### src/rtl/mem_bus_pkg.sv
// Shared types for the instruction/data memory bus arbiter: FSM states, bus
// owner, transfer size encodings and the grant priority decision.
package mem_bus_pkg;

    typedef enum logic [1:0] {
        ST_IDLE = 2'd0,
        ST_ADDR = 2'd1,
        ST_DATA = 2'd2
    } state_e;

    typedef enum logic {
        OWN_INST = 1'b0,
        OWN_DATA = 1'b1
    } owner_e;

    localparam logic [1:0] SIZE_BYTE = 2'b00;
    localparam logic [1:0] SIZE_HALF = 2'b01;
    localparam logic [1:0] SIZE_WORD = 2'b10;

    // Data wins until it has taken starve_limit grants in a row over a waiting fetch.
    function automatic owner_e pick_owner(
        input logic        inst_req,
        input logic        data_req,
        input int unsigned starve_cnt,
        input int unsigned starve_limit
    );
        owner_e owner;
        if (data_req && (starve_cnt < starve_limit)) begin
            owner = OWN_DATA;
        end else if (inst_req) begin
            owner = OWN_INST;
        end else begin
            owner = OWN_DATA;
        end
        return owner;
    endfunction

endpackage

### src/rtl/mem_bus_arbiter_if.sv
// Signal bundle between the fetch/load-store ports, the arbiter and the shared bus.
// The arbiter uses the slave view; the surrounding CPU and memory use master.
interface mem_bus_arbiter_if;
    logic        inst_req;
    logic [31:0] inst_addr;
    logic        inst_addr_ok;
    logic        inst_data_ok;
    logic [31:0] inst_rdata;

    logic        data_req;
    logic        data_wr;
    logic [1:0]  data_size;
    logic [31:0] data_addr;
    logic [31:0] data_wdata;
    logic        data_addr_ok;
    logic        data_data_ok;
    logic [31:0] data_rdata;

    logic        bus_req;
    logic        bus_wr;
    logic [1:0]  bus_size;
    logic [31:0] bus_addr;
    logic [31:0] bus_wdata;
    logic [31:0] bus_rdata;
    logic        bus_addr_ok;
    logic        bus_data_ok;

    logic        busy;

    modport slave (
        input  inst_req, inst_addr,
        output inst_addr_ok, inst_data_ok, inst_rdata,
        input  data_req, data_wr, data_size, data_addr, data_wdata,
        output data_addr_ok, data_data_ok, data_rdata,
        output bus_req, bus_wr, bus_size, bus_addr, bus_wdata,
        input  bus_rdata, bus_addr_ok, bus_data_ok,
        output busy
    );

    modport master (
        output inst_req, inst_addr,
        input  inst_addr_ok, inst_data_ok, inst_rdata,
        output data_req, data_wr, data_size, data_addr, data_wdata,
        input  data_addr_ok, data_data_ok, data_rdata,
        input  bus_req, bus_wr, bus_size, bus_addr, bus_wdata,
        output bus_rdata, bus_addr_ok, bus_data_ok,
        input  busy
    );
endinterface

### src/rtl/mem_bus_arbiter.sv
// Two-port (fetch, load/store) arbiter onto one shared bus with a single
// outstanding transaction and a starvation guard for the fetch port.
module mem_bus_arbiter #(
    parameter int unsigned STARVE_LIMIT = 4
) (
    input  logic              clk,
    input  logic              rst,
    mem_bus_arbiter_if.slave  arb_if
);
    import mem_bus_pkg::*;

    localparam int unsigned   CNT_W   = $clog2(STARVE_LIMIT + 1);
    localparam logic [CNT_W-1:0] CNT_MAX = CNT_W'(STARVE_LIMIT);

    state_e            state_q, state_d;
    owner_e            owner_q, owner_d;
    logic              wr_q, wr_d;
    logic [1:0]        size_q, size_d;
    logic [31:0]       addr_q, addr_d;
    logic [31:0]       wdata_q, wdata_d;
    logic [CNT_W-1:0]  cnt_q, cnt_d;

    logic              addr_ok, data_ok;

    // NOTE: state registers take non-blocking assignments so every flop samples pre-edge values.
    always_ff @(posedge clk) begin
        if (rst) begin
            state_q <= ST_IDLE;
            owner_q <= OWN_INST;
            wr_q    <= 1'b0;
            size_q  <= 2'b00;
            addr_q  <= '0;
            wdata_q <= '0;
            cnt_q   <= '0;
        end else begin
            state_q <= state_d;
            owner_q <= owner_d;
            wr_q    <= wr_d;
            size_q  <= size_d;
            addr_q  <= addr_d;
            wdata_q <= wdata_d;
            cnt_q   <= cnt_d;
        end
    end

    // NOTE: every signal written here gets a default first, so no path can infer a latch.
    always_comb begin
        state_d = state_q;
        owner_d = owner_q;
        wr_d    = wr_q;
        size_d  = size_q;
        addr_d  = addr_q;
        wdata_d = wdata_q;
        cnt_d   = cnt_q;
        addr_ok = 1'b0;
        data_ok = 1'b0;

        unique case (state_q)
            ST_IDLE: begin
                if (arb_if.inst_req || arb_if.data_req) begin
                    owner_d = pick_owner(arb_if.inst_req, arb_if.data_req, 32'(cnt_q), STARVE_LIMIT);
                    if (owner_d == OWN_INST) begin
                        wr_d    = 1'b0;
                        size_d  = SIZE_WORD;
                        addr_d  = arb_if.inst_addr;
                        wdata_d = '0;
                        cnt_d   = '0;
                    end else begin
                        wr_d    = arb_if.data_wr;
                        size_d  = arb_if.data_size;
                        addr_d  = arb_if.data_addr;
                        wdata_d = arb_if.data_wdata;
                        if (!arb_if.inst_req) begin
                            cnt_d = '0;
                        end else if (cnt_q != CNT_MAX) begin
                            cnt_d = cnt_q + CNT_W'(1);
                        end
                    end
                    state_d = ST_ADDR;
                end
            end
            ST_ADDR: begin
                // Data can only complete together with or after its address phase.
                if (arb_if.bus_addr_ok) begin
                    addr_ok = 1'b1;
                    if (arb_if.bus_data_ok) begin
                        data_ok = 1'b1;
                        state_d = ST_IDLE;
                    end else begin
                        state_d = ST_DATA;
                    end
                end
            end
            ST_DATA: begin
                if (arb_if.bus_data_ok) begin
                    data_ok = 1'b1;
                    state_d = ST_IDLE;
                end
            end
            default: state_d = ST_IDLE;
        endcase
    end

    assign arb_if.inst_addr_ok = addr_ok && (owner_q == OWN_INST);
    assign arb_if.inst_data_ok = data_ok && (owner_q == OWN_INST);
    assign arb_if.data_addr_ok = addr_ok && (owner_q == OWN_DATA);
    assign arb_if.data_data_ok = data_ok && (owner_q == OWN_DATA);
    assign arb_if.inst_rdata   = arb_if.bus_rdata;
    assign arb_if.data_rdata   = arb_if.bus_rdata;

    assign arb_if.bus_req   = (state_q == ST_ADDR);
    assign arb_if.bus_wr    = wr_q;
    assign arb_if.bus_size  = size_q;
    assign arb_if.bus_addr  = addr_q;
    assign arb_if.bus_wdata = wdata_q;
    assign arb_if.busy      = (state_q != ST_IDLE);

endmodule
### src/flat_wrapper.sv
// flat-port wrapper written by rule: the top's interface ports become plain ports
module mem_bus_arbiter_flat import mem_bus_pkg::*;
#(
    parameter int unsigned STARVE_LIMIT = 4
)
  (clk, rst, arb_if_inst_req, arb_if_inst_addr, arb_if_inst_addr_ok, arb_if_inst_data_ok, arb_if_inst_rdata, arb_if_data_req, arb_if_data_wr, arb_if_data_size, arb_if_data_addr, arb_if_data_wdata, arb_if_data_addr_ok, arb_if_data_data_ok, arb_if_data_rdata, arb_if_bus_req, arb_if_bus_wr, arb_if_bus_size, arb_if_bus_addr, arb_if_bus_wdata, arb_if_bus_rdata, arb_if_bus_addr_ok, arb_if_bus_data_ok, arb_if_busy);
  mem_bus_arbiter_if arb_if_i ();
  input  logic clk;
  input  logic rst;
  input wire logic [$bits(arb_if_i.inst_req)-1:0] arb_if_inst_req;
  input wire logic [$bits(arb_if_i.inst_addr)-1:0] arb_if_inst_addr;
  output wire logic [$bits(arb_if_i.inst_addr_ok)-1:0] arb_if_inst_addr_ok;
  output wire logic [$bits(arb_if_i.inst_data_ok)-1:0] arb_if_inst_data_ok;
  output wire logic [$bits(arb_if_i.inst_rdata)-1:0] arb_if_inst_rdata;
  input wire logic [$bits(arb_if_i.data_req)-1:0] arb_if_data_req;
  input wire logic [$bits(arb_if_i.data_wr)-1:0] arb_if_data_wr;
  input wire logic [$bits(arb_if_i.data_size)-1:0] arb_if_data_size;
  input wire logic [$bits(arb_if_i.data_addr)-1:0] arb_if_data_addr;
  input wire logic [$bits(arb_if_i.data_wdata)-1:0] arb_if_data_wdata;
  output wire logic [$bits(arb_if_i.data_addr_ok)-1:0] arb_if_data_addr_ok;
  output wire logic [$bits(arb_if_i.data_data_ok)-1:0] arb_if_data_data_ok;
  output wire logic [$bits(arb_if_i.data_rdata)-1:0] arb_if_data_rdata;
  output wire logic [$bits(arb_if_i.bus_req)-1:0] arb_if_bus_req;
  output wire logic [$bits(arb_if_i.bus_wr)-1:0] arb_if_bus_wr;
  output wire logic [$bits(arb_if_i.bus_size)-1:0] arb_if_bus_size;
  output wire logic [$bits(arb_if_i.bus_addr)-1:0] arb_if_bus_addr;
  output wire logic [$bits(arb_if_i.bus_wdata)-1:0] arb_if_bus_wdata;
  input wire logic [$bits(arb_if_i.bus_rdata)-1:0] arb_if_bus_rdata;
  input wire logic [$bits(arb_if_i.bus_addr_ok)-1:0] arb_if_bus_addr_ok;
  input wire logic [$bits(arb_if_i.bus_data_ok)-1:0] arb_if_bus_data_ok;
  output wire logic [$bits(arb_if_i.busy)-1:0] arb_if_busy;
  assign arb_if_i.inst_req = arb_if_inst_req;
  assign arb_if_i.inst_addr = arb_if_inst_addr;
  assign arb_if_inst_addr_ok = arb_if_i.inst_addr_ok;
  assign arb_if_inst_data_ok = arb_if_i.inst_data_ok;
  assign arb_if_inst_rdata = arb_if_i.inst_rdata;
  assign arb_if_i.data_req = arb_if_data_req;
  assign arb_if_i.data_wr = arb_if_data_wr;
  assign arb_if_i.data_size = arb_if_data_size;
  assign arb_if_i.data_addr = arb_if_data_addr;
  assign arb_if_i.data_wdata = arb_if_data_wdata;
  assign arb_if_data_addr_ok = arb_if_i.data_addr_ok;
  assign arb_if_data_data_ok = arb_if_i.data_data_ok;
  assign arb_if_data_rdata = arb_if_i.data_rdata;
  assign arb_if_bus_req = arb_if_i.bus_req;
  assign arb_if_bus_wr = arb_if_i.bus_wr;
  assign arb_if_bus_size = arb_if_i.bus_size;
  assign arb_if_bus_addr = arb_if_i.bus_addr;
  assign arb_if_bus_wdata = arb_if_i.bus_wdata;
  assign arb_if_i.bus_rdata = arb_if_bus_rdata;
  assign arb_if_i.bus_addr_ok = arb_if_bus_addr_ok;
  assign arb_if_i.bus_data_ok = arb_if_bus_data_ok;
  assign arb_if_busy = arb_if_i.busy;
  mem_bus_arbiter #(.STARVE_LIMIT(STARVE_LIMIT)) u_core (.clk(clk), .rst(rst), .arb_if(arb_if_i));
endmodule
### config.mk
export PLATFORM = sky130hd
export DESIGN_NAME = mem_bus_arbiter_flat
export DESIGN_NICKNAME = d
export VERILOG_FILES = /design/src/rtl/mem_bus_pkg.sv /design/src/rtl/mem_bus_arbiter_if.sv /design/src/rtl/mem_bus_arbiter.sv /design/src/flat_wrapper.sv
export SDC_FILE = /design/constraint.sdc
export NUM_CORES = 1
export LEC_CHECK = 0
export BUFFER_PORTS_ARGS = -buffer_cell sky130_fd_sc_hd__buf_4
export CAP_MARGIN = 20
export CORE_AREA = 2 2 106 108
export CTS_BUF_LIST = sky130_fd_sc_hd__clkbuf_4 sky130_fd_sc_hd__clkbuf_8 sky130_fd_sc_hd__clkbuf_16
export DETAILED_ROUTE_END_ITERATION = 8
export DIE_AREA = 0 0 108 110
export GPL_ROUTABILITY_DRIVEN = 0
export PLACE_DENSITY = 0.68
export SLEW_MARGIN = 10
export SYNTH_ARGS = -nofsm -noshare
export SYNTH_HDL_FRONTEND = slang
export SYNTH_SLANG_ARGS = --single-unit
### constraint.sdc
create_clock -name clk -period 1.6 [get_ports clk]
set_input_delay 0.08 -clock clk [delete_from_list [all_inputs] [get_ports clk]]
set_output_delay 0.08 -clock clk [all_outputs]
set_load 0.1 [all_outputs]
======== Word level (Yosys, flattened, before mapping) ========
Cells that the tools add are included.
storage, ports and cells
  bits in registers ....................... 73
  input port bits ......................... 137
  output and inout port bits .............. 137
operators by class
  add/subtract/negate cells ............... 1
  magnitude comparators ................... 1
  equal/unequal tests ..................... 7
  multiplexer cells ....................... 21
  bitwise logic cells ..................... 1
  reduce and logical (&&, ||, !) cells .... 11
operators by type and width
  cell                                                                      number
  32-bit two-way mux                                                        2
  2-bit two-way mux                                                         5
  1-bit two-way mux                                                         9
  3-bit two-way mux                                                         3
  3-bit inequality test (second input constant)                             2
  2-bit one-hot mux with 3 select lines                                     1
  3-bit AND reduction                                                       2
  1-bit logical AND                                                         5
  2-bit by 1-bit inequality test with 1-bit output (second input constant)  2
  3-bit by 1-bit adder with 3-bit output (second input constant)            1
  3-bit less-than comparator (second input constant)                        1
  2-bit by 1-bit equality test with 1-bit output (second input constant)    1
  2-bit equality test (second input constant)                               1
  2-bit zero test                                                           1
  2-bit inequality test (second input constant)                             1
  1-bit one-hot mux with 2 select lines                                     1
  2-bit AND reduction                                                       1
  2-bit nonzero test                                                        1
  1-bit logical OR                                                          1
  1-bit NOT                                                                 1

======== Longest topological paths before layout ========
Gate-level depths: netlist (run 1).
  word-level depth ........................ 7
  depth in mapped cells ................... 7

======== Worst setup path after synthesis (run 1) ========
No wires, ideal clock.
  path kind ............................... register -> output
  start ................................... register u_core.state_q[1]
  end ..................................... output arb_if_data_data_ok
  data arrival time ....................... 3.662 ns
  required time ........................... 1.520 ns
  slack ................................... -2.142 ns
  cell stages (with the launch flop) ...... 5
  path buffers ............................ 0
  path through ............................ dfxtp_1 > inv_1 > ha_1 > a21oi_1 > nor3b_1
on the way
  word-level cells in the longest chain between the ends .. 3
  elaborated cells between the ends (all ways) .. 4
  classes of those cells .................. eq/ne (2); mux (1); reduce/logical (1)
RTL lines
  element                                         line                    RTL
  from (decl)                                     mem_bus_arbiter.sv:15   state_e state_q, state_d;
  from (signal assigned)                          mem_bus_arbiter.sv:36   state_q <= state_d;
  2-bit by 1-bit equality test with 1-bit output  -
  via arb_if_bus_req                              flat_wrapper.sv:23      output wire logic [$bits(arb_if_i.bus_req)-1:0] arb_if_bus_req;
  1-bit one-hot mux with 2 select lines           mem_bus_arbiter.sv:58   unique case (state_q)
  1-bit logical AND                               mem_bus_arbiter.sv:107  assign arb_if.data_data_ok = data_ok && (owner_q == OWN_DATA);
  to (decl)                                       flat_wrapper.sv:21      output wire logic [$bits(arb_if_i.data_data_ok)-1:0] arb_if_data_data_ok;
The timed path passes the listed nets, and every way through them passes these cells.

======== Worst setup path after layout (run 1) ========
  start ................................... register u_core.state_q[1]
  end ..................................... output arb_if_data_data_ok
on the way
  word-level cells in the longest chain between the ends .. 3
  elaborated cells between the ends (all ways) .. 4
  classes of those cells .................. eq/ne (2); mux (1); reduce/logical (1)
RTL lines
  element                                                                                       line
  2-bit equality test / 2-bit by 1-bit equality test with 1-bit output (equally long branches)  mem_bus_arbiter.sv:58
  1-bit one-hot mux with 2 select lines (*)                                                     mem_bus_arbiter.sv:58
  1-bit logical AND (*)                                                                         mem_bus_arbiter.sv:107
Every way passes the cells marked *; elsewhere a longest branch is shown, timed or not.

==> results of run 1 <==
worst max-delay path: cells and delay by family, from the launching register on:
kind	cells	cell delay, ns
flops	1	0.36
simple gates	2	0.27
fa+ha+maj	1	0.26
buf+inv	2	0.25
state kept, by name (all words and copies together), names as in the netlist:
register,cells
u_core.arb_if.bus_wr,1
u_core.cnt_q,3
u_core.arb_if.bus_wdata,32
u_core.state_q,2
u_core.owner_q,1
u_core.arb_if.bus_addr,32
u_core.arb_if.bus_size,2
timing repair:
action                                 in CTS  in global routing
pin swaps                                   3                  1
hold buffers                               49                  4
setup buffers                               0                  1
resized for setup                          12                  4
setup endpoints to repair                  36                 11
endpoints found under the hold margin      49                  4
gates cloned                                1                  0
cell families (layout without fill, tap and decap cells):
logic type | Yosys count | in the layout | share of synthesized area [%]
AO/OA/AOI/OAI | 141 | 141 | 28.0
adder cells (fa/ha/maj) | 5 | 5 | 1.83
buffers and inverters | 104 | 267 | 19.8
flip-flops | 73 | 73 | 42.8
multiplexers | 1 | 1 | 0.293
AND/OR/NAND/NOR | 52 | 53 | 7.36
power groups by stage:
stage / Sequential, mW / Clock (mW) / Combinational (mW)
finish: 2.23 / 1.79 / 3.55
global route: 2.26 / 1.93 / 3.70
CTS: 2.23 / 1.83 / 3.54
detailed placement: 2.26 / 0 / 3.40
global placement: 2.26 / 0 / 3.37
floorplan: 3.98 / 0 / 1.58
cell type report:
cell class / count / share of cell area (%)
Clock buffer: 10 / 2.58
Inverter: 9 / 0.750
Tap cell: 140 / 3.28
Timing Repair Buffer: 243 / 38.1
Multi-Input combinational cell: 200 / 25.9
Sequential cell: 73 / 27.4
Clock inverter: 5 / 1.95
metrics by stage:
| step | power (mW) | setup slack [ns] | std cells | utilization (%) |
|---|---|---|---|---|
| final | 7.57 | 0.0381 | 680 | 49.9 |
| after global routing | 7.88 | -0.0132 | 680 | 49.9 |
| after CTS | 7.59 | 0.00799 | 675 | 49.3 |
| after detailed placement | 5.66 | -0.0735 | 610 | 41.9 |
| after global placement | 5.62 | -0.00124 | 610 | 41.9 |
| after floorplan | 5.56 | -0.184 | 376 | - |
worst paths after layout:
kind | slack, ns | cells past startpoint | end
worst max-delay path | 0.04 | 5 | arb_if_data_data_ok
worst max register to register | 0.10 | 7 | u_core.arb_if.bus_wdata[1]
worst min-delay path | 0.01 | 3 | u_core.arb_if.bus_addr[6]
worst min register to register | 0.48 | 1 | u_core.arb_if.bus_wdata[14]
cells in the final DEF (no fill, tap or decap), types with 2 or more instances in the layout:
cell type / instances
a21oi_1: 17
a22o_1: 34
a22oi_1: 2
a311oi_1: 17
a31oi_1: 15
buf_12: 6
buf_4: 183
bufinv_16: 3
clkbuf_8: 10
dfxtp_1: 71
dfxtp_2: 2
dlygate4sd3_1: 53
ha_1: 2
ha_4: 3
inv_1: 6
nand2_1: 5
nand3_1: 17
nor2_1: 19
nor2_4: 3
o21ai_0: 48
metal layers:
| layer | vias to the layer above | routed length, um |
|---|---|---|
| li1 | 1618 | - |
| met5 | - | 0 |
| met4 | 0 | 169 |
| met1 | 1592 | 4760 |
| met3 | 15 | 1090 |
| met2 | 207 | 5950 |
==> results.md, run 1 <==
- Hold_ws: around 0.013 ns
- CTS buffer count: 9
- Peak supply drop: 731 uV
- Total clock sinks: 73
- Die Y-Extent: ~110 um
- Drt wl/cell: ~18 um
- Sequential-to-total area share from yosys stat: 42.8%
- Die area: approximately 12000 um2
- Max-cap violation count: 0
- Final TNS setup: 0 ns
- Status: finished clean
- Sequential power share: 29.5%
- Switching share of total power: a little under half
- Final #Nets: approximately 680
- FF-to-FF Start: u_core.state_q[0]
- FILL cells: about 950
- Post-DP HPWL: around 7.8 mm
- Final Instance Area: about 5300 um2
- CTS tree: built
- Synth cell types: 32
- Pin count of the biggest net entering global routing: 35
- Clock Tree Root: clkbuf_8
- Met1 usage: between 20% and 30%
- Share of layout cells above drive strength 1: 41.7%
- Worst path max stage delay: 0.36 ns
- Synthesized instance count: ~380
- Hold WC Path Type: in -> reg
- P_sw: 3.48 mW
- Total Routing Usage GR: between 10% and 20%
- Max Clock Skew: between 0.007 and 0.008 ns
- Chip width: roughly 110 um
- Gate power share: 46.9%
- First-pass GRT wire length: between 15 and 20 mm
- Initial Utilization: a little under a third
- Global Route met3 Usage: 5.88%
- Async set-reset flop share out of synthesis: 0%
- DRT Wirelength: 12.0 mm
- Period utilisation layout: a little over nine tenths
- Crit path time final: approximately 1.6 ns
- Via density: 5.05
- Io pins: 274
- Rows: 38
- CP arrival: approximately 1.5 ns
- Vias in the first global route: ~3300
- Top-count cell post-synth: dfxtp_1
- Mapped Area: 3420 um2
- Worst skew pair latency: 0.35 ns
- Clock share of power: 23.6%
- DRC errors left: 0
- Area growth syn-to-layout: 56.1%
- GR Overflow Total: 0
- CP Capture Type: output port
- Initial DRC Count: 249
- Placeable Area: around 11000 um2
- CP startpoint: u_core.state_q[1]
- Synth warnings: 0
- Crit-path slowest cell: dfxtp_2
- Hold_sp: arb_if_data_addr[6]
- Post-synth EDFFs: 0
- Yosys top cell by area: dfxtp_1
- Avg Cell Area, Syn: roughly 9 um2
- Pre-antenna DRT Iters: 4
- CP max FO: 3
- DP Area: between 4000 and 5000 um2
- Commonest cells post-synth: dfxtp_1 (73), buf_4 (66), o21ai_0 (49)
- Final setup violation count: 0
- CP cell instances: inv_4 > ha_4 > nand2_4 > nor3b_4 > buf_12
- H-Tree Depth: 3
- Fin. Hold Viols: 0
- Max Fclk: between 600 and 700 MHz
- Ant diodes: 0
- Worst setup SP type: register
- Tightest Pin Transition: 0.526 ns
- Antenna viol nets, final: 0
- Rel. slew slack: between 60% and 70%
- Fin. max-slew vios: 0
- CTS Buffer Depth: 2
- Internal Power: 4.09 mW
- Multi-input logic area: ~1400 um2
- Initial antenna violation count: 0
- Via total after detailed routing: ~3400
- IO Port Bufs: ~180
- Clk pin slew, worst setup/hold paths: approximately 0.080 ns
- Crit Path Category: reg -> out
- Sequential Area: around 1500 um2
- Most Used Layer, Global Route: met2
- FF+latch count, synth: 73
- Top FF cell, synth: dfxtp_1
- Unrepaired setup endpoints after global routing: yes
- CP Data Required Time: roughly 1.5 ns
- PD cells: 1420 nW/um2
- Top cell type's share of synthesized area: 42.8%
- Met2 usage: about a third
- Syn_nets: 518
- Leakage power: roughly 2.4 nW
- Top cells by area, synth: dfxtp_1 (43%), buf_4 (14%), a22o_1 (8.7%)
(Power assumes the default switching activity.)
==> run 2: changes to the inputs <==
--- a/config.mk
+++ b/config.mk
@@ -5,14 +5,13 @@
 export SDC_FILE = /design/constraint.sdc
 export NUM_CORES = 1
 export LEC_CHECK = 0
-export BUFFER_PORTS_ARGS = -buffer_cell sky130_fd_sc_hd__buf_4
 export CAP_MARGIN = 20
-export CORE_AREA = 2 2 106 108
+export CORE_AREA = 2 2 105 107
 export CTS_BUF_LIST = sky130_fd_sc_hd__clkbuf_4 sky130_fd_sc_hd__clkbuf_8 sky130_fd_sc_hd__clkbuf_16
 export DETAILED_ROUTE_END_ITERATION = 8
-export DIE_AREA = 0 0 108 110
+export DIE_AREA = 0 0 107 109
+export DONT_BUFFER_PORTS = 1
 export GPL_ROUTABILITY_DRIVEN = 0
-export PLACE_DENSITY = 0.68
 export SLEW_MARGIN = 10
 export SYNTH_ARGS = -nofsm -noshare
 export SYNTH_HDL_FRONTEND = slang
==> results.md, run 2 (synthesized netlist as in run 1, its figures left out) <==
- Status: finished clean
- Crit path time final: roughly 1.6 ns
- Share of layout cells above drive strength 1: 24.8%
- Rows: 38
- Total Routing Usage GR: 19.4%
- Initial DRC Count: around 300
- Peak supply drop: around 830 uV
- Io pins: 274
- DRC errors left: 0
- Postcts setup bufs: 0
- Hold_sp: arb_if_bus_addr_ok
- FILL cells: 932
- Via density: 5.27
- DRT Wirelength: about 12 mm
- Leakage power: slightly above 2 nW
- Antenna viol nets, final: 0
- CP Capture Type: output port
- Initial antenna violation count: 0
- Pin count of the biggest net entering global routing: 35
- Pre-antenna DRT Iters: 6
- H-Tree Depth: 3
- CP max FO: 3
- Final setup violation count: 0
- Fin. Hold Viols: 0
- CP Data Required Time: between 1.5 and 2 ns
- Cell Count, Final, Fillers Out: between 600 and 700
- Die Y-Extent: approximately 110 um
- GR Overflow Total: 0
- Placeable Area: roughly 11000 um2
- Max Fclk: about 630 MHz
- Period utilisation layout: between 90% and 100%
- CTS buffer count: 9
- Hold WC Path Type: in -> reg
- IO Port Bufs: 0
- Hold Path End: u_core.state_q[0]
- Fin. max-slew vios: 0
- Hold path cells: 3
- Clk pin slew, worst setup/hold paths: 0.08 ns
- Crit Path Category: reg -> out
- PD cells: approximately 1400 nW/um2
- Cell total after placement: just over 500
- FF-to-FF Start: u_core.state_q[1]
- Total clock sinks: between 70 and 80
- Worst skew pair latency: between 0.3 and 0.4 ns
- Final Core Density: between 40% and 50%
- Area growth syn-to-layout: 47.0%
- Worst setup SP type: register
- Clock Tree Root: clkbuf_8
- Die area: roughly 12000 um2
- Ant diodes: 0
- Post-DP HPWL: between 6 and 7 mm
- Initial Utilization: between 30% and 40%
- CTS tree: built
- Via total after detailed routing: roughly 3300
- Commonest non-fill, non-tap cell in the layout: dlygate4sd3_1
- Tightest Pin Transition: 0.999 ns
- Final #Nets: approximately 620
- Unrepaired setup endpoints after global routing: yes
- Hold_ws: about 0.053 ns
- CP arrival: ~1.5 ns
- First-pass GRT wire length: between 15 and 20 mm
- Commonest non-fill, non-tap cells in the layout: dlygate4sd3_1 (103), buf_4 (76), dfxtp_1 (71)
- Rel. slew slack: 33.1%
- Critical register-to-register path endpoint: u_core.state_q[0]
- Chip width: 107 um
- Cells on worst reg2reg path: 6
- Max Clock Skew: between 0.006 and 0.007 ns
- CTS Buffer Depth: 2
- R2R Setup Slk: approximately 0.050 ns
- Drt wl/cell: 19.1 um
- Vias in the first global route: 3348
- Max-cap violation count: 0
run 2: worst max path at each step:
stage	start	end	slack, ns	cells after the start
5_1_grt	u_core.state_q[1]	arb_if_data_data_ok	-0.06	5
4_1_cts	u_core.state_q[0]	arb_if_data_data_ok	-0.04	5
6_report	u_core.state_q[1]	arb_if_data_data_ok	0.01	5
2_1_floorplan	u_core.state_q[1]	arb_if_data_data_ok	-0.18	4
3_3_place_gp	u_core.state_q[0]	u_core.arb_if.bus_wdata[23]	0.01	5
3_5_place_dp	u_core.state_q[0]	u_core.arb_if.bus_wdata[23]	-0.07	5
run 2: per-layer routing:
metal  up-vias  track usage, %  wire [um]
li1       1508               -          -
met1      1515            21.3       4400
met2       259            35.2       6250
met3        21            5.32       1140
met4         0            8.26        208
met5         -               0          0
run 2: layout make-up:
class	instances	area, um2	area share, %
flip-flops and latches	73	1460	29.1
multi-input cells	200	1370	27.3
inverters	9	40.0	0.797
clock inverters	7	46.3	0.921
repair buffers	189	1800	35.9
well taps	140	175	3.49
clock buffers	9	124	2.47
run 2: stage by stage:
step	total power [mW]	area, um2	TNS [ns]	setup WS [ns]
global placement	5.44	3760	0	0.00968
CTS	7.03	5000	-0.0447	-0.0447
floorplan	5.56	3480	-0.290	-0.184
global route	7.36	5020	-0.137	-0.0611
detailed placement	5.47	3760	-1.99	-0.0707
finish	7.02	5020	0	0.0109
run 2: worst max-delay path, stage by stage (launching register included):
cell     delay (ns)
dfxtp_2        0.36
inv_4          0.06
ha_4           0.27
nand2_4        0.06
nor3b_4        0.23
buf_12         0.20
run 2: report_power, final:
part	internal (mW)	switching (mW)
Combinational	0.911	2.60
Clock	0.559	0.715
Sequential	2.08	0.166
Total	3.55	3.48
run 2: timing repair:
action | in CTS | in global routing
pin swaps | 3 | 3
cloned | 1 | 0
hold buffers | 104 | 0
endpoints found under the setup margin | 36 | 22
hold endpoints to repair | 72 | 0
gates resized for setup | 3 | 5
==> run 3: changes to the inputs <==
--- a/config.mk
+++ b/config.mk
@@ -6,12 +6,15 @@
 export NUM_CORES = 1
 export LEC_CHECK = 0
 export CAP_MARGIN = 20
-export CORE_AREA = 2 2 105 107
+export CELL_PAD_IN_SITES_DETAIL_PLACEMENT = 0
+export CELL_PAD_IN_SITES_GLOBAL_PLACEMENT = 1
+export CORE_AREA = 2 2 106 108
 export CTS_BUF_LIST = sky130_fd_sc_hd__clkbuf_4 sky130_fd_sc_hd__clkbuf_8 sky130_fd_sc_hd__clkbuf_16
 export DETAILED_ROUTE_END_ITERATION = 8
-export DIE_AREA = 0 0 107 109
+export DIE_AREA = 0 0 108 110
 export DONT_BUFFER_PORTS = 1
 export GPL_ROUTABILITY_DRIVEN = 0
+export PLACE_DENSITY_LB_ADDON = 0.1
 export SLEW_MARGIN = 10
 export SYNTH_ARGS = -nofsm -noshare
 export SYNTH_HDL_FRONTEND = slang
==> constraint.sdc (replaced) <==
create_clock -name clk -period 1.93 [get_ports clk]
set_input_delay 0.0965 -clock clk [delete_from_list [all_inputs] [get_ports clk]]
set_output_delay 0.0965 -clock clk [all_outputs]
set_load 0.1 [all_outputs]
==> results.md, run 3 <==
- Chip width: approximately 110 um
- Top cell type's share of synthesized area: between 40% and 50%
- Top cells by area, synth: dfxtp_1 (43%), buf_4 (14%), a22o_1 (8.7%)
- Synth warnings: 0
- Post-DP HPWL: 6.45 mm
- Async set-reset flop share out of synthesis: 0%
- Io pins: ~270
- Total clock sinks: 73
- Hold-fix buffers, CTS: 104
- CTS Buffer Depth: 2
- Synth cell types: 32
- Avg Cell Area, Syn: around 9.1 um2
- IO Port Bufs: 0
- Top FF cell, synth: dfxtp_1
- Yosys top cell by area: dfxtp_1
- Post-synth EDFFs: 0
- Die Y-Extent: ~110 um
- Stopped at: clock tree synthesis (4_1_cts)
- Commonest cells post-synth: dfxtp_1 (73), buf_4 (66), o21ai_0 (49)
- H-Tree Depth: 3
- CTS resizes: 1
- Initial Utilization: between 30% and 40%
- Postcts setup bufs: 0
- Mapped Area: between 3000 and 4000 um2
- Sequential-to-total area share from yosys stat: a little over two fifths
- Clock Tree Root: clkbuf_8
- Top-count cell post-synth: dfxtp_1
- Err: [ERROR RSZ-0060] Max buffer count reached.
- Synthesized instance count: between 300 and 400
- Rows: 38
- FF+latch count, synth: 73
- Syn_nets: 518
- Status: did not finish
- CTS buffer count: 9
run 3: metrics by stage:
| stage | std cells | instance area [um2] | setup slack (ns) |
|---|---|---|---|
| 2_1_floorplan | 376 | 3460 | 0.000107 |
| 3_3_place_gp | 500 | 3620 | 0.122 |
| 3_5_place_dp | 500 | 3620 | 0.0875 |
run 3: kinds of logic after synthesis:
family	count (synthesis)	share of synthesized area [%]
DFF	73	42.8
AOI/OAI and AO/OA	141	28.0
adders and majority gates	5	1.83
buffers and inverters	104	19.8
and+or+nand+nor	52	7.36
muxes	1	0.293
==> run 4: changes to the inputs <==
==> config.mk (replaced) <==
export PLATFORM = sky130hd
export DESIGN_NAME = mem_bus_arbiter_flat
export DESIGN_NICKNAME = d
export VERILOG_FILES = /design/src/rtl/mem_bus_pkg.sv /design/src/rtl/mem_bus_arbiter_if.sv /design/src/rtl/mem_bus_arbiter.sv /design/src/flat_wrapper.sv
export SDC_FILE = /design/constraint.sdc
export NUM_CORES = 1
export LEC_CHECK = 0
export CAP_MARGIN = 20
export CORE_AREA = 2 2 105 107
export DETAILED_ROUTE_END_ITERATION = 8
export DIE_AREA = 0 0 107 109
export DONT_BUFFER_PORTS = 1
export GPL_ROUTABILITY_DRIVEN = 0
export PLACE_DENSITY_LB_ADDON = 0.15
export SLEW_MARGIN = 10
export SYNTH_ARGS = -nofsm -noshare
export SYNTH_HDL_FRONTEND = slang
export SYNTH_SLANG_ARGS = --single-unit
==> results.md, run 4 (synthesized netlist as in run 1, its figures left out) <==
- Chip width: 107 um
- Commonest non-fill, non-tap cells in the layout: dlygate4sd3_1 (102), buf_4 (74), dfxtp_1 (72)
- Leakage power: about 2.0 nW
- Hold path cells: 3
- Final Core Density: between 40% and 50%
- Crit Path Category: reg -> out
- Worst setup SP type: register
- Status: finished clean
- Final #Nets: a little over 600
- Rows: 38
- Initial Utilization: about a third
- CTS Buffer Depth: 2
- IO Port Bufs: 0
- Period utilisation layout: between 90% and 100%
- CP Data Required Time: 1.83 ns
- Cells on worst reg2reg path: 6
- Hold Path End: u_core.state_q[0]
- Tightest Pin Transition: 0.970 ns
- Max-cap violation count: 0
- Hold_sp: arb_if_bus_addr_ok
- CTS tree: built
- CP Capture Type: output port
- Placeable Area: 10600 um2
- DRT Wirelength: about 10 mm
- Cell total after placement: about 500
- First-pass GRT wire length: about 16 mm
- Total clock sinks: 73
- CP max FO: 5
- Ant diodes: 0
- Post-place setup slack: around 0.020 ns
- Switching share of total power: 48.3%
- Area growth syn-to-layout: 44.0%
- Final TNS setup: 0 ns
- Total Routing Usage GR: 17.4%
- Initial DRC Count: 140
- Max Fclk: ~550 MHz
- Share of layout cells above drive strength 1: about 22%
- Post-DP HPWL: a little over 6 mm
- Peak supply drop: 537 uV
- Max Clock Skew: 0.0128 ns
- Unrepaired setup endpoints after global routing: no
- Final setup violation count: 0
- Clock Tree Root: clkbuf_8
- Drt wl/cell: ~17 um
- DRC errors left: 0
- R2R Setup Slk: between 0.2 and 0.25 ns
- Critical register-to-register path endpoint: u_core.arb_if.bus_addr[20]
- Via total after detailed routing: 3164
- Rel. slew slack: a little over a third
- Worst skew pair latency: 0.34 ns
- Cell Count, Final, Fillers Out: approximately 620
- GR Overflow Total: 0
- Initial antenna violation count: 0
- FF-to-FF Start: u_core.state_q[1]
- Via density: between 5 and 6
- Setup ws final: 0.108 ns
- Fin. max-slew vios: 0
- Internal Power: 3.04 mW
- Die area: between 10000 and 15000 um2
- Gate power share: 47.4%
- Fin. Hold Viols: 0
- Antenna viol nets, final: 0
- CP arrival: between 1.5 and 2 ns
- Crit path time final: around 1.8 ns
- Commonest non-fill, non-tap cell in the layout: dlygate4sd3_1
- Hold WC Path Type: in -> reg
- Sequential power share: a little under a third
- Vias in the first global route: approximately 3100
- Clock share of power: roughly a fifth
- Clk pin slew, worst setup/hold paths: approximately 0.090 ns
- Io pins: between 200 and 300
- P_sw: roughly 2.8 mW
- Die Y-Extent: 109 um
- Final Power: roughly 6 mW
- H-Tree Depth: 3
- PD cells: between 1000 and 1500 nW/um2
- Pin count of the biggest net entering global routing: 35
- CTS buffer count: 9
- Pre-antenna DRT Iters: 4
==> run 4: worst max-delay path by stage <==
stage / cells after the start / startpoint / slack [ns] / end
6_report: 5 / u_core.state_q[1] / 0.11 / arb_if_data_data_ok
5_1_grt: 5 / u_core.state_q[1] / 0.03 / arb_if_data_data_ok
4_1_cts: 5 / u_core.state_q[1] / 0.05 / arb_if_data_data_ok
3_5_place_dp: 5 / u_core.state_q[0] / 0.02 / u_core.arb_if.bus_wr
3_3_place_gp: 5 / u_core.state_q[0] / 0.09 / u_core.arb_if.bus_wdata[14]
2_1_floorplan: 4 / u_core.state_q[1] / 0.0001 / arb_if_data_data_ok
==> run 4: cell type report <==
class	count	area (um2)
fillers	976	5680
repair buffers	183	1700
flip-flops and latches	73	1460
multi-input cells	200	1350
well taps	140	175
clock buffers	11	141
clock inverters	5	62.6
inverters	9	33.8
==> run 4: metrics by stage <==
stage	hold WS (ns)	instance area, um2
floorplan	0.222	3460
detailed placement	0.173	3640
global route	0.0491	4920
finish	0.0419	4920
CTS	0.0257	4900
global placement	0.173	3640
==> run 4: routing by layer <==
| layer | up-vias | part of all wire, % | GRT usage (%) |
|---|---|---|---|
| met5 | - | 0 | 0 |
| met4 | 0 | 1.5 | 6.59 |
| met3 | 23 | 7.1 | 4.84 |
| met2 | 155 | 49 | 30.2 |
| met1 | 1488 | 42 | 20.5 |
| li1 | 1498 | - | - |
==> run 4: repair_timing <==
action                                 4_1_cts  5_1_grt
setup endpoints to repair                   17       17
resized for setup                            3        4
hold buffers                               103        0
buffers inserted                             0        0
cloned                                       1        0
endpoints found under the hold margin       72        0
==> run 4: power groups by stage <==
stage               clock (mW)  sequential [mW]  combinational [mW]
floorplan                    0             3.30                1.29
global placement             0             1.86                2.55
detailed placement           0             1.86                2.56
CTS                       1.30             1.83                2.77
global route              1.36             1.86                2.90
finish                    1.25             1.84                2.79
==> run 4: critical path, stage by stage (launching register included) <==
cell and delay [ns]:
dfxtp_1 0.32, inv_1 0.12, ha_4 0.38, a21oi_4 0.13, nor3b_4 0.23, buf_12 0.20
